==> config.mk <==
export PLATFORM = sky130hd
export DESIGN_NAME = int2fp_pipe
export DESIGN_NICKNAME = d
export VERILOG_FILES = /design/src/rtl/fp_pkg.sv /design/src/rtl/LZC32.sv /design/src/rtl/int2fp_pipe.sv
export SDC_FILE = /design/constraint.sdc
export NUM_CORES = 1
export LEC_CHECK = 0
export BUFFER_PORTS_ARGS = -buffer_cell sky130_fd_sc_hd__clkbuf_2
export CAP_MARGIN = 20
export CORE_AREA = 2 2 150 152
export CTS_BUF_LIST = sky130_fd_sc_hd__clkbuf_4 sky130_fd_sc_hd__clkbuf_8 sky130_fd_sc_hd__clkbuf_16
export DETAILED_ROUTE_END_ITERATION = 8
export DIE_AREA = 0 0 152 154
export HOLD_SLACK_MARGIN = 0.06
export PLACE_DENSITY = 0.6
export SLEW_MARGIN = 20
export SYNTH_ARGS = -nofsm -noshare
export SYNTH_HDL_FRONTEND = slang
export SYNTH_SLANG_ARGS = --single-unit
export TNS_END_PERCENT = 1
==> constraint.sdc <==
create_clock -name clk -period 5.1 [get_ports clk]
set_input_delay 0.255 -clock clk [delete_from_list [all_inputs] [get_ports clk]]
set_output_delay 0.255 -clock clk [all_outputs]
set_load 0.05 [all_outputs]
==> src/rtl/fp_pkg.sv <==
`timescale 1ns/1ps
// fp_pkg: shared binary32 definitions for the integer-to-float datapath.
//   FP32_BIAS / FP32_EXP_W / FP32_FRAC_W : IEEE-754 single-precision field constants
//   fp32_t   : packed {sign, exp, frac} view of a binary32 word
//   i2f_s1_t : payload carried from stage 1 to stage 2 of int2fp_pipe
package fp_pkg;

  localparam int FP32_BIAS   = 127;
  localparam int FP32_EXP_W  = 8;
  localparam int FP32_FRAC_W = 23;

  typedef struct packed {
    logic                   sign;
    logic [FP32_EXP_W-1:0]  exp;
    logic [FP32_FRAC_W-1:0] frac;
  } fp32_t;

  // Magnitude plus its leading-zero count; zero flags an all-zero magnitude,
  // in which case lz carries no meaning.
  typedef struct packed {
    logic        sign;
    logic [31:0] mag;
    logic [4:0]  lz;
    logic        zero;
  } i2f_s1_t;

endpackage

==> src/rtl/LZC32.sv <==
`timescale 1ns/1ps
// LZC32: combinational 32-bit leading-zero counter.
//   Din : operand
//   Z   : number of leading zeros (valid only when AZ = 0)
//   AZ  : 1 when Din is all zeros
module LZC32 (
  input  logic [31:0] Din,
  output logic [4:0]  Z,
  output logic        AZ
);

  logic [5:0] cnt;
  logic       found;

  // Scan from the MSB; counting stops at the first set bit.
  always_comb begin
    cnt   = 6'd0;
    found = 1'b0;
    for (int i = 31; i >= 0; i--) begin
      if (!found) begin
        if (Din[i]) found = 1'b1;
        else        cnt   = cnt + 6'd1;
      end
    end
  end

  assign Z  = cnt[4:0];
  assign AZ = ~|Din;

endmodule

==> src/rtl/int2fp_pipe.sv <==
`timescale 1ns/1ps
// int2fp_pipe: two-stage pipelined 32-bit integer to binary32 converter,
// round to nearest-even.
//   clk, rst_n           : clock, asynchronous active-low reset
//   in_valid / in_ready  : operand handshake
//   in_data, in_signed   : operand and its interpretation (1 = two's complement)
//   out_valid / out_ready: result handshake
//   out_data             : binary32 {sign, exp, frac}
//   out_inexact          : rounding discarded nonzero bits
//
// Handshake: a transfer happens on a rising edge where valid and ready are both
// high. A producer holds valid and payload until that transfer; ready may
// depend combinationally on the downstream ready (in_ready follows out_ready
// when both stages are full). Capacity is two operands.
module int2fp_pipe
  import fp_pkg::*;
(
  input  logic        clk,
  input  logic        rst_n,
  input  logic        in_valid,
  output logic        in_ready,
  input  logic [31:0] in_data,
  input  logic        in_signed,
  output logic        out_valid,
  input  logic        out_ready,
  output logic [31:0] out_data,
  output logic        out_inexact
);

  // Exponent of a value whose MSB sits at bit 31 of the normalised word.
  localparam logic [FP32_EXP_W-1:0] EXP_BASE = FP32_EXP_W'(FP32_BIAS + 31);

  logic    s1_valid, s2_valid;
  logic    s1_load, s2_load;
  i2f_s1_t s1_q, s1_d;
  fp32_t   s2_q, s2_d;
  logic    s2_inexact_q, s2_inexact_d;

  // ---------------- stage 1: magnitude and leading zeros ----------------
  logic        in_sign;
  logic [31:0] in_mag;
  logic [4:0]  lz;
  logic        az;

  assign in_sign = in_signed & in_data[31];
  // Negating 0x80000000 wraps back to 0x80000000, which is the correct magnitude.
  assign in_mag  = in_sign ? (~in_data + 32'd1) : in_data;

  LZC32 u_lzc (
    .Din (in_mag),
    .Z   (lz),
    .AZ  (az)
  );

  always_comb begin
    s1_d      = '0;
    s1_d.sign = in_sign;
    s1_d.mag  = in_mag;
    s1_d.lz   = lz;
    s1_d.zero = az;
  end

  // ---------------- stage 2: normalise, round, pack ----------------
  // Bit 31 of the normalised word is the implicit one and is dropped.
  logic [30:0] norm;
  logic        guard, sticky, rnd_up;
  logic [23:0] rsum;

  always_comb begin
    norm   = 31'(s1_q.mag << s1_q.lz);
    guard  = norm[7];
    sticky = |norm[6:0];
    rnd_up = guard & (sticky | norm[8]);
    // A carry out of the fraction means it rolled over to zero; the exponent
    // absorbs the carry. The largest result is 2^32, far below Inf.
    rsum   = {1'b0, norm[30:8]} + {23'd0, rnd_up};

    s2_d         = '0;
    s2_inexact_d = 1'b0;
    if (!s1_q.zero) begin
      s2_d.sign    = s1_q.sign;
      s2_d.exp     = EXP_BASE - {3'b000, s1_q.lz} + {7'd0, rsum[23]};
      s2_d.frac    = rsum[22:0];
      s2_inexact_d = guard | sticky;
    end
  end

  // ---------------- handshake ----------------
  assign s2_load  = s1_valid & (~s2_valid | out_ready);
  assign in_ready = ~s1_valid | s2_load;
  assign s1_load  = in_valid & in_ready;

  always_ff @(posedge clk or negedge rst_n) begin
    if (!rst_n) begin
      s1_valid <= 1'b0;
      s1_q     <= '0;
    end else if (s1_load) begin
      s1_valid <= 1'b1;
      s1_q     <= s1_d;
    end else if (s2_load) begin
      s1_valid <= 1'b0;
    end
  end

  always_ff @(posedge clk or negedge rst_n) begin
    if (!rst_n) begin
      s2_valid     <= 1'b0;
      s2_q         <= '0;
      s2_inexact_q <= 1'b0;
    end else if (s2_load) begin
      s2_valid     <= 1'b1;
      s2_q         <= s2_d;
      s2_inexact_q <= s2_inexact_d;
    end else if (out_ready) begin
      s2_valid     <= 1'b0;
    end
  end

  assign out_valid   = s2_valid;
  assign out_data    = s2_q;
  assign out_inexact = s2_inexact_q;

endmodule

==> flow_summary.json, run 1 <==
{
  "period_share_pct": 304,
  "slew_viol_final": 0,
  "dp_hpwl_um": 25500,
  "htree_levels": 3,
  "rsz0062_at_grt": "true",
  "antennaDiodeCount": 0,
  "drc_errors": 0,
  "yosys.area.top_type": "dfrtp_1",
  "startpoint_type": "input pin",
  "totalWireLength_um": 32000,
  "path_common_cell": "ha_1",
  "status": "finished with violations",
  "clk_path_buf_depth": 2,
  "cts_inserted_buffers": 9,
  "drt-pass1-iter-count": 5,
  "fin_ws_ps": -10400,
  "fin_skew_ps": 6.86,
  "seq_area_frac_synth_pct": 19.0,
  "grt_pass1_vias": 10400,
  "violations": "setup timing",
  "ys_ff_latch": 73,
  "syn2layout_area_growth_pct": 38.7,
  "gp_congestion": 0.980,
  "io_pins": 72,
  "relSlewSlack_pct": 41.7,
  "synth_area_per_cell_um2": 7.81,
  "endpoint_kind": "register",
  "slowest_delay_ps": 410,
  "setup_tns_ps": -39560,
  "drtIter0Drc": 615,
  "grt_pass1_wl_um": 52100,
  "grt_use_total_pct": 26.8,
  "final_cell_area_mm2": 0.0133,
  "placed_cells": 1853,
  "finalSetupViolations": 5,
  "cp.required_ps": 5330,
  "crit_type": "in2reg",
  "final_layout_size_suffix_gt1_share_pct": 35.8,
  "peakVddDrop_mv": 0.173,
  "finalHoldViolations": 0,
  "dpl-instance-area_mm2": 0.0126,
  "synth_area_mm2": 0.00961,
  "cts.sinks": 73,
  "rows": 54,
  "dieArea_mm2": 0.0234,
  "synthCells": 1230,
  "worstMarginPinSlew_ps": 874,
  "synth_top_area_share_pct": 19.0,
  "drv_cap": 0,
  "die_w_um": 152,
  "ys_types": 106,
  "slowest_stage": "or3_4",
  "timing.fmax_mhz": 64.5,
  "final_antenna_net_count": 0,
  "synthTopCellsByCount": "nand2_1 (173), nor2_1 (124), o21ai_0 (115), dfrtp_1 (73), xnor2_1 (59)",
  "cp.arrival_ps": 15730,
  "tritoncts": "built",
  "synth_ff_type": "dfrtp_1",
  "chipHeight_um": 154,
  "hold_class": "in2async",
  "synthTopCellsByArea": "dfrtp_1 (19%), nand2_1 (6.8%), o21ai_0 (6.0%)",
  "cts.clk_slew.worst_paths_ps": 60,
  "pwr_density_cell_mw_per_mm2": 285,
  "drt-wirelength-per-cell_um": 16.8,
  "port_buffers": 71,
  "antenna_found_initial": 0,
  "synth_most_common_cell": "nand2_1",
  "hold_slack_ps": 45.4,
  "nets": 1686,
  "insertion_delay_ps": 340,
  "async_reset_ff_share_pct": 100,
  "grt_start_max_net_pins": 75,
  "synth_nets": 1302,
  "instances_no_fill": 1899,
  "overflow": 0,
  "crit_fanout": 3,
  "cp_top_family": "compound AO/OA/AOI/OAI gates",
  "start_util_pct": 44.3,
  "via_per_inst": 5.56,
  "fp.coreArea_mm2": 0.0217,
  "cts_root_buf": "clkbuf_16",
  "synth_edf_count": 0,
  "leakagePower_nw": 6.06,
  "post-route-min-period_ps": 15500,
  "dr_total_vias": 10600,
  "cp.buffers_inverters": 6,
  "yosys_warnings": 0
}
## layout make-up
class	count	area (um^2)
clock inverters	6	138
repair buffers	437	3110
multi-input cells	1061	7540
fillers	1979	8370
well taps	280	350
clock buffers	10	239
inverters	32	120
flip-flops and latches	73	1830
## worst reg2reg max path, delay by kind of cell, from the launching register on
family                   cells  cell delay [ps]
AND/OR/NAND/NOR              8             1470
adder cells (fa/ha/maj)      3              640
flip-flops                   1              600
AO/OA/AOI/OAI                3              600
buffers and inverters        2              590
multiplexers                 2              420
XOR/XNOR                     1              130
## power breakdown
group,total [mW],internal (mW),switching [mW]
clock,0.792,0.543,0.249
sequential,0.818,0.713,0.105
combinational,2.18,0.919,1.26
## metal layers
metal	part of all wire [%]	up-vias	track usage [%]	routed length [um]
met1	45	4938	34.7	14300
met2	48	302	47.2	15400
li1	-	5247	-	-
met5	0	-	0	0
met3	3.9	73	2.34	1260
met4	3.0	0	8.54	952
## state kept, by name, summed over array words and instances, names as in the netlist
name         cells
s1_q            38
out_data        32
out_inexact      1
out_valid        1
s1_valid         1
## stage by stage
step / power [mW] / util [%] / setup slack (ps)
floorplan: 2.20 / - / -9670
global placement: 2.88 / 58.2 / -10160
detailed placement: 2.91 / 58.2 / -10780
CTS: 3.77 / 61.1 / -10080
global route: 4.03 / 61.4 / -11110
finish: 3.79 / 61.4 / -10400
## cells by family after synthesis
kind of cell / synth area share [%]
compound gates: 22.4
xor+xnor: 11.4
fa+ha+maj: 4.98
buf+inv: 4.82
flops: 19.0
mux: 11.0
other cells: 0.0390
simple gates: 26.3
## what timing repair did
action                                  4_1_cts  5_1_grt
pin swaps                                    30       17
resized for setup                             9       13
setup buffers                                26        4
hold buffers                                  0        0
endpoints found under the setup margin        5        6
## worst paths after layout
path                                          from                  endpoint  slack, ps  cells past startpoint
max in group asynchronous                    rst_n       s1_q[2]$_DFFE_PN0P_       4500                      1
setup reg to reg               s1_q[2]$_DFFE_PN0P_  out_data[27]$_DFFE_PN0P_        550                     19
hold reg to reg            out_inexact$_DFFE_PN0P_   out_inexact$_DFFE_PN0P_        470                      1
hold / removal                               rst_n  out_data[28]$_DFFE_PN0P_         50                      1
min in group clk                          in_valid      s1_valid$_DFFE_PN0P_        130                      2
setup / recovery                        in_data[0]       s1_q[5]$_DFFE_PN0P_     -10400                     87
## placed cells by master (no fill, tap or decap), types with 29 or more instances in the layout
cell / instances
nor3_1: 30
buf_4: 367
xor2_1: 38
a21oi_1: 55
nand2_1: 172
mux2i_1: 46
clkbuf_2: 70
xnor2_1: 58
dfrtp_1: 73
nand3_1: 38
inv_1: 29
o21ai_0: 104
nor2_1: 120
No activity file was read; power rests on OpenSTA's default activity.
==> run 2: changes to the inputs <==
Settings changed: CELL_PAD_IN_SITES_DETAIL_PLACEMENT set to 0, CELL_PAD_IN_SITES_GLOBAL_PLACEMENT set to 2, CORE_AREA 2 2 150 152 to 2 2 165 167, DIE_AREA 0 0 152 154 to 0 0 167 169, PLACE_DENSITY 0.6 to 0.79.
==> run 2 against run 1 <==
Effect of this change: the run still ends with setup timing left; power fell by 1.2%; largest cell class unchanged; critical path depth grew 5; largest power group unchanged; clock power down 7.6%.
==> flow_summary.json, run 2 (synthesis results as in run 1) <==
{
  "status": "finished with violations",
  "violations": "setup timing",
  "peakVddDrop_mv": 0.317,
  "fin_skew_ps": 9.85,
  "seq_power_share_pct": 21.7,
  "drt-pass1-iter-count": 5,
  "layout_common_cells": "buf_4 (370), nand2_1 (172), nor2_1 (120), o21ai_0 (105), dfrtp_1 (73)",
  "cts_hold_buffers": 0,
  "post-route-min-period_ps": 15140,
  "clk_path_buf_depth": 2,
  "rr_startpoint": "s1_q[2]$_DFFE_PN0P_",
  "via_per_inst": 5.30,
  "rsz0062_at_grt": "true",
  "net-switching-power_mw": 1.62,
  "finalSetupViolations": 5,
  "chipHeight_um": 169,
  "nets": 1689,
  "setup_tns_ps": -38270,
  "die_w_um": 167,
  "slew_viol_final": 0,
  "grt_start_max_net_pins": 74,
  "dr_total_vias": 10400,
  "final_layout_size_suffix_gt1_share_pct": 36.4,
  "slowest_delay_ps": 410,
  "dp_hpwl_um": 27300,
  "relSlewSlack_pct": 40.2,
  "final_common_cell": "buf_4",
  "cts_inserted_buffers": 9,
  "io_pins": 72,
  "fin_ws_ps": -10040,
  "startpoint_type": "input pin",
  "insertion_delay_ps": 340,
  "rows": 60,
  "start_util_pct": 36.2,
  "cp.arrival_ps": 15370,
  "drc_errors": 0,
  "overflow": 0,
  "drv_cap": 0,
  "timing.fmax_mhz": 66.1,
  "grt_pass1_wl_um": 53700,
  "hold_class": "in2async",
  "antennaDiodeCount": 0,
  "drt-wirelength-per-cell_um": 17.2,
  "dieArea_mm2": 0.0282,
  "totalWireLength_um": 33700,
  "slowest_stage": "or3_4",
  "hold_slack_ps": 45.1,
  "cp.required_ps": 5330,
  "r2r_end": "out_data[27]$_DFFE_PN0P_",
  "regMostFlops": "s1_q",
  "pwr-share-comb_pct": 58.7,
  "p_int_mw": 2.13,
  "worstMarginPinSlew_ps": 896,
  "grt_pass1_vias": 10200,
  "crit_fanout": 4,
  "r2r_cells": 19,
  "htree_levels": 3,
  "drtIter0Drc": 674,
  "final_antenna_net_count": 0,
  "leakagePower_nw": 6.05,
  "path_common_cell": "buf_4",
  "period_share_pct": 297,
  "tritoncts": "built",
  "gp_congestion": 0.913,
  "r2r_slack_ps": 590,
  "endpoint_kind": "register",
  "cts_root_buf": "clkbuf_16",
  "cts.sinks": 73,
  "p_clk_share_pct": 19.5,
  "cts.clk_slew.worst_paths_ps": 60,
  "syn2layout_area_growth_pct": 40.1,
  "antenna_found_initial": 0,
  "largest_register_ffs": 38,
  "fp.coreArea_mm2": 0.0265,
  "crit_type": "in2reg",
  "finalHoldViolations": 0,
  "grt_use_total_pct": 23.5,
  "port_buffers": 71,
  "pwr_density_cell_mw_per_mm2": 278,
  "swShare_pct": 43.2
}
==> run 2: power by group through the flow <==
stage | sequential [mW] | combinational [mW] | clock (mW)
after detailed placement | 0.826 | 2.11 | 0
after CTS | 0.816 | 2.17 | 0.745
after global placement | 0.819 | 2.09 | 0
final | 0.814 | 2.20 | 0.732
after global routing | 0.836 | 2.39 | 0.761
after floorplan | 1.11 | 1.09 | 0
==> run 2: worst max path at each step <==
stage,depth (start not counted),to,slack (ps),startpoint
floorplan,86,s1_q[5]$_DFFE_PN0P_,-9670,in_data[1]
global placement,88,s1_q[5]$_DFFE_PN0P_,-10300,in_data[1]
detailed placement,88,s1_q[5]$_DFFE_PN0P_,-10730,in_data[1]
CTS,92,s1_q[5]$_DFFE_PN0P_,-9990,in_data[0]
global route,88,s1_q[5]$_DFFE_PN0P_,-10890,in_data[0]
finish,92,s1_q[5]$_DFFE_PN0P_,-10040,in_data[0]
==> run 2: critical path: cells and delay by family <==
kind	cells	cell delay, ps
AO/OA/AOI/OAI	28	4450
adder cells (fa/ha/maj)	16	4180
AND/OR/NAND/NOR	23	3010
buffers and inverters	16	1880
multiplexers	6	1050
XOR/XNOR	3	540
==> run 2: metrics by stage <==
step / util [%] / setup WS [ps] / instances / area (um^2) / total power [mW]
global route: 50.8 / -10890 / 1963 / 13500 / 3.99
global placement: 48.0 / -10300 / 1917 / 12700 / 2.91
floorplan: - / -9670 / 1230 / 9740 / 2.20
CTS: 50.4 / -9990 / 1960 / 13400 / 3.73
detailed placement: 48.0 / -10730 / 1917 / 12700 / 2.93
finish: 50.8 / -10040 / 1963 / 13500 / 3.75
==> run 2: routing by layer <==
metal,vias up,routed length (um),GRT usage [%]
met2,214,16100,41.2
met4,0,1080,7.91
li1,5254,-,-
met3,60,1400,3.06
met5,-,0,0
met1,4868,15100,29.8
==> run 2: cell type report <==
cell class              count  area, um^2
flip-flops and latches     73        1830
clock inverters             6         115
inverters                  32         120
clock buffers              10         233
fillers                  2613       13000
repair buffers            440        3130
well taps                 341         427
multi-input cells        1061        7610
==> run 2: repair_timing <==
action	4_1_cts	5_1_grt
pin swaps	25	25
hold endpoints to repair	0	0
setup endpoints to repair	5	6
setup buffers	27	3
gates resized for setup	14	16
==> run 3: changes to the inputs <==
Settings changed: CORE_AREA 2 2 165 167 to 2 2 169 171, DIE_AREA 0 0 167 169 to 0 0 171 173, PLACE_DENSITY 0.79 to 0.75.
==> run 3 against run 2 <==
Effect of this change: the run still ends with setup timing left; non-clock buffer count shrank 25; clock power shrank 1%; utilization shrank 2.9 points; clock skew shrank 2.6 ps; register-to-register slack is essentially flat; power shrank 1.8%; maximum frequency grew 1.7%; critical path depth shrank 4; routed wire length shrank 5.2%; largest cell class unchanged.
==> flow_summary.json, run 3 (synthesis results as in run 1) <==
{
  "drv_cap": 0,
  "htree_levels": 3,
  "dp_worst_setup_slack_ps": -10650,
  "largest_register_ffs": 38,
  "final_antenna_net_count": 0,
  "met3WireLength_um": 816,
  "startpoint_type": "input pin",
  "drt-pass1-iter-count": 5,
  "swShare_pct": 43.1,
  "regMostFlops": "s1_q",
  "cp.buffers_inverters": 3,
  "nets": 1664,
  "violations": "setup timing",
  "rows": 61,
  "leakagePower_nw": 5.92,
  "endpoint_kind": "register",
  "m1WireLength_um": 15100,
  "cts.clk_slew.worst_paths_ps": 60,
  "placed_cells": 1953,
  "instances_no_fill": 1975,
  "seq_power_share_pct": 22.1,
  "grt_use_total_pct": 21.5,
  "p_clk_share_pct": 19.7,
  "drt-wirelength-per-cell_um": 16.2,
  "peakVddDrop_mv": 0.165,
  "final_layout_size_suffix_gt1_share_pct": 34.6,
  "timing.fmax_mhz": 67.2,
  "finalSetupViolations": 5,
  "clk_path_buf_depth": 2,
  "slowest_stage": "or3_4",
  "status": "finished with violations",
  "drc_errors": 0,
  "pwr_density_cell_mw_per_mm2": 278,
  "r2r_slack_ps": 590,
  "grt_pass1_wl_um": 51500,
  "port_buffers": 71,
  "setup_tns_ps": -37480,
  "crit_end": "s1_q[5]$_DFFE_PN0P_",
  "r2r_cells": 19,
  "rr_startpoint": "s1_q[2]$_DFFE_PN0P_",
  "layout_common_cells": "buf_4 (344), nand2_1 (171), nor2_1 (123), o21ai_0 (106), dfrtp_1 (73)",
  "crit_type": "in2reg",
  "cts_hold_buffers": 0,
  "antenna_found_initial": 0,
  "cp.required_ps": 5330,
  "slowest_delay_ps": 400,
  "cts_root_buf": "clkbuf_16",
  "drtIter0Drc": 581,
  "relSlewSlack_pct": 40.9,
  "top_layer": "met4",
  "fp.coreArea_mm2": 0.0276,
  "pwr-share-comb_pct": 58.2,
  "power_mw": 3.68,
  "period_share_pct": 292,
  "p_int_mw": 2.09,
  "die_w_um": 171,
  "finalHoldViolations": 0,
  "path_common_cell": "ha_1",
  "cts_inserted_buffers": 9,
  "io_pins": 72,
  "net-switching-power_mw": 1.59,
  "final_common_cell": "buf_4",
  "start_util_pct": 34.8,
  "worstMarginPinSlew_ps": 886,
  "cp_top_family": "compound AO/OA/AOI/OAI gates",
  "gp_congestion": 0.873,
  "slew_viol_final": 0,
  "cp.depth": 88,
  "insertion_delay_ps": 340,
  "dp_hpwl_um": 26600,
  "antennaDiodeCount": 0,
  "cts.sinks": 73,
  "syn2layout_area_growth_pct": 37.8,
  "dr_total_vias": 10200,
  "grt_start_max_net_pins": 74,
  "fin_skew_ps": 7.27,
  "via_per_inst": 5.19,
  "dieArea_mm2": 0.0296,
  "wl_met2_um": 15400,
  "crit_fanout": 3,
  "chipHeight_um": 173,
  "worstSetupStartpoint": "in_data[0]",
  "r2r_end": "out_data[27]$_DFFE_PN0P_",
  "totalWireLength_um": 32000,
  "n_fill_cell": 2844,
  "grt_pass1_vias": 10000,
  "cp.arrival_ps": 15110,
  "hold_class": "in2async",
  "overflow": 0,
  "rsz0062_at_grt": "true",
  "fin_ws_ps": -9780,
  "tritoncts": "built",
  "post-route-min-period_ps": 14880
}
==> run 3: cell count changes in the layout (fill, tap and decap cells not counted), moves of 3 or more <==
cell | before | now
a21oi_1 | 54 | 57
ha_4 | 10 | 7
nor2_1 | 120 | 123
nor2_2 | 4 | 1
buf_4 | 370 | 344
a21oi_2 | 4 | 1
==> run 3: layer usage <==
metal	global-route usage, %	vias up
met4	5.05	0
met2	37.3	169
met3	1.40	34
li1	-	5206
met1	28.9	4835
met5	0	-
==> run 3: metrics by stage <==
step	hold slack (ps)	utilization, %	cell area (um^2)
final	43.4	47.9	13200
after global routing	120	47.9	13200
after CTS	81.4	47.8	13200
after detailed placement	439	46.2	12800
after global placement	431	46.2	12800
after floorplan	-40.6	-	9740
==> run 3: worst min path at each step <==
stage / startpoint / endpoint / slack (ps) / cells past startpoint
finish: rst_n / out_data[28]$_DFFE_PN0P_ / 40 / 1
global route: rst_n / out_data[28]$_DFFE_PN0P_ / 120 / 1
CTS: rst_n / out_data[28]$_DFFE_PN0P_ / 80 / 1
detailed placement: rst_n / out_data[28]$_DFFE_PN0P_ / 440 / 1
global placement: rst_n / out_data[27]$_DFFE_PN0P_ / 430 / 1
floorplan: rst_n / out_data[0]$_DFFE_PN0P_ / -40 / 0
==> run 3: layout make-up <==
type / instances / area, um^2 / area share, %
clock buffer: 11 / 240 / 1.81
clock inverter: 5 / 104 / 0.785
inverter: 32 / 120 / 0.907
multi-input combinational: 1061 / 7530 / 56.9
sequential: 73 / 1830 / 13.8
tap: 378 / 473 / 3.57
timing repair buffer: 415 / 2940 / 22.2
==> run 3: power by group through the flow <==
stage | registers [mW] | logic, mW | clock network [mW]
2_1_floorplan | 1.11 | 1.09 | 0
3_3_place_gp | 0.821 | 2.10 | 0
3_5_place_dp | 0.827 | 2.11 | 0
4_1_cts | 0.817 | 2.15 | 0.738
5_1_grt | 0.836 | 2.34 | 0.767
6_report | 0.814 | 2.14 | 0.724
==> run 3: what timing repair did <==
item	4_1_cts	5_1_grt
resized for setup	11	6
pin swaps	25	6
endpoints found under the setup margin	5	6
setup buffers	6	0
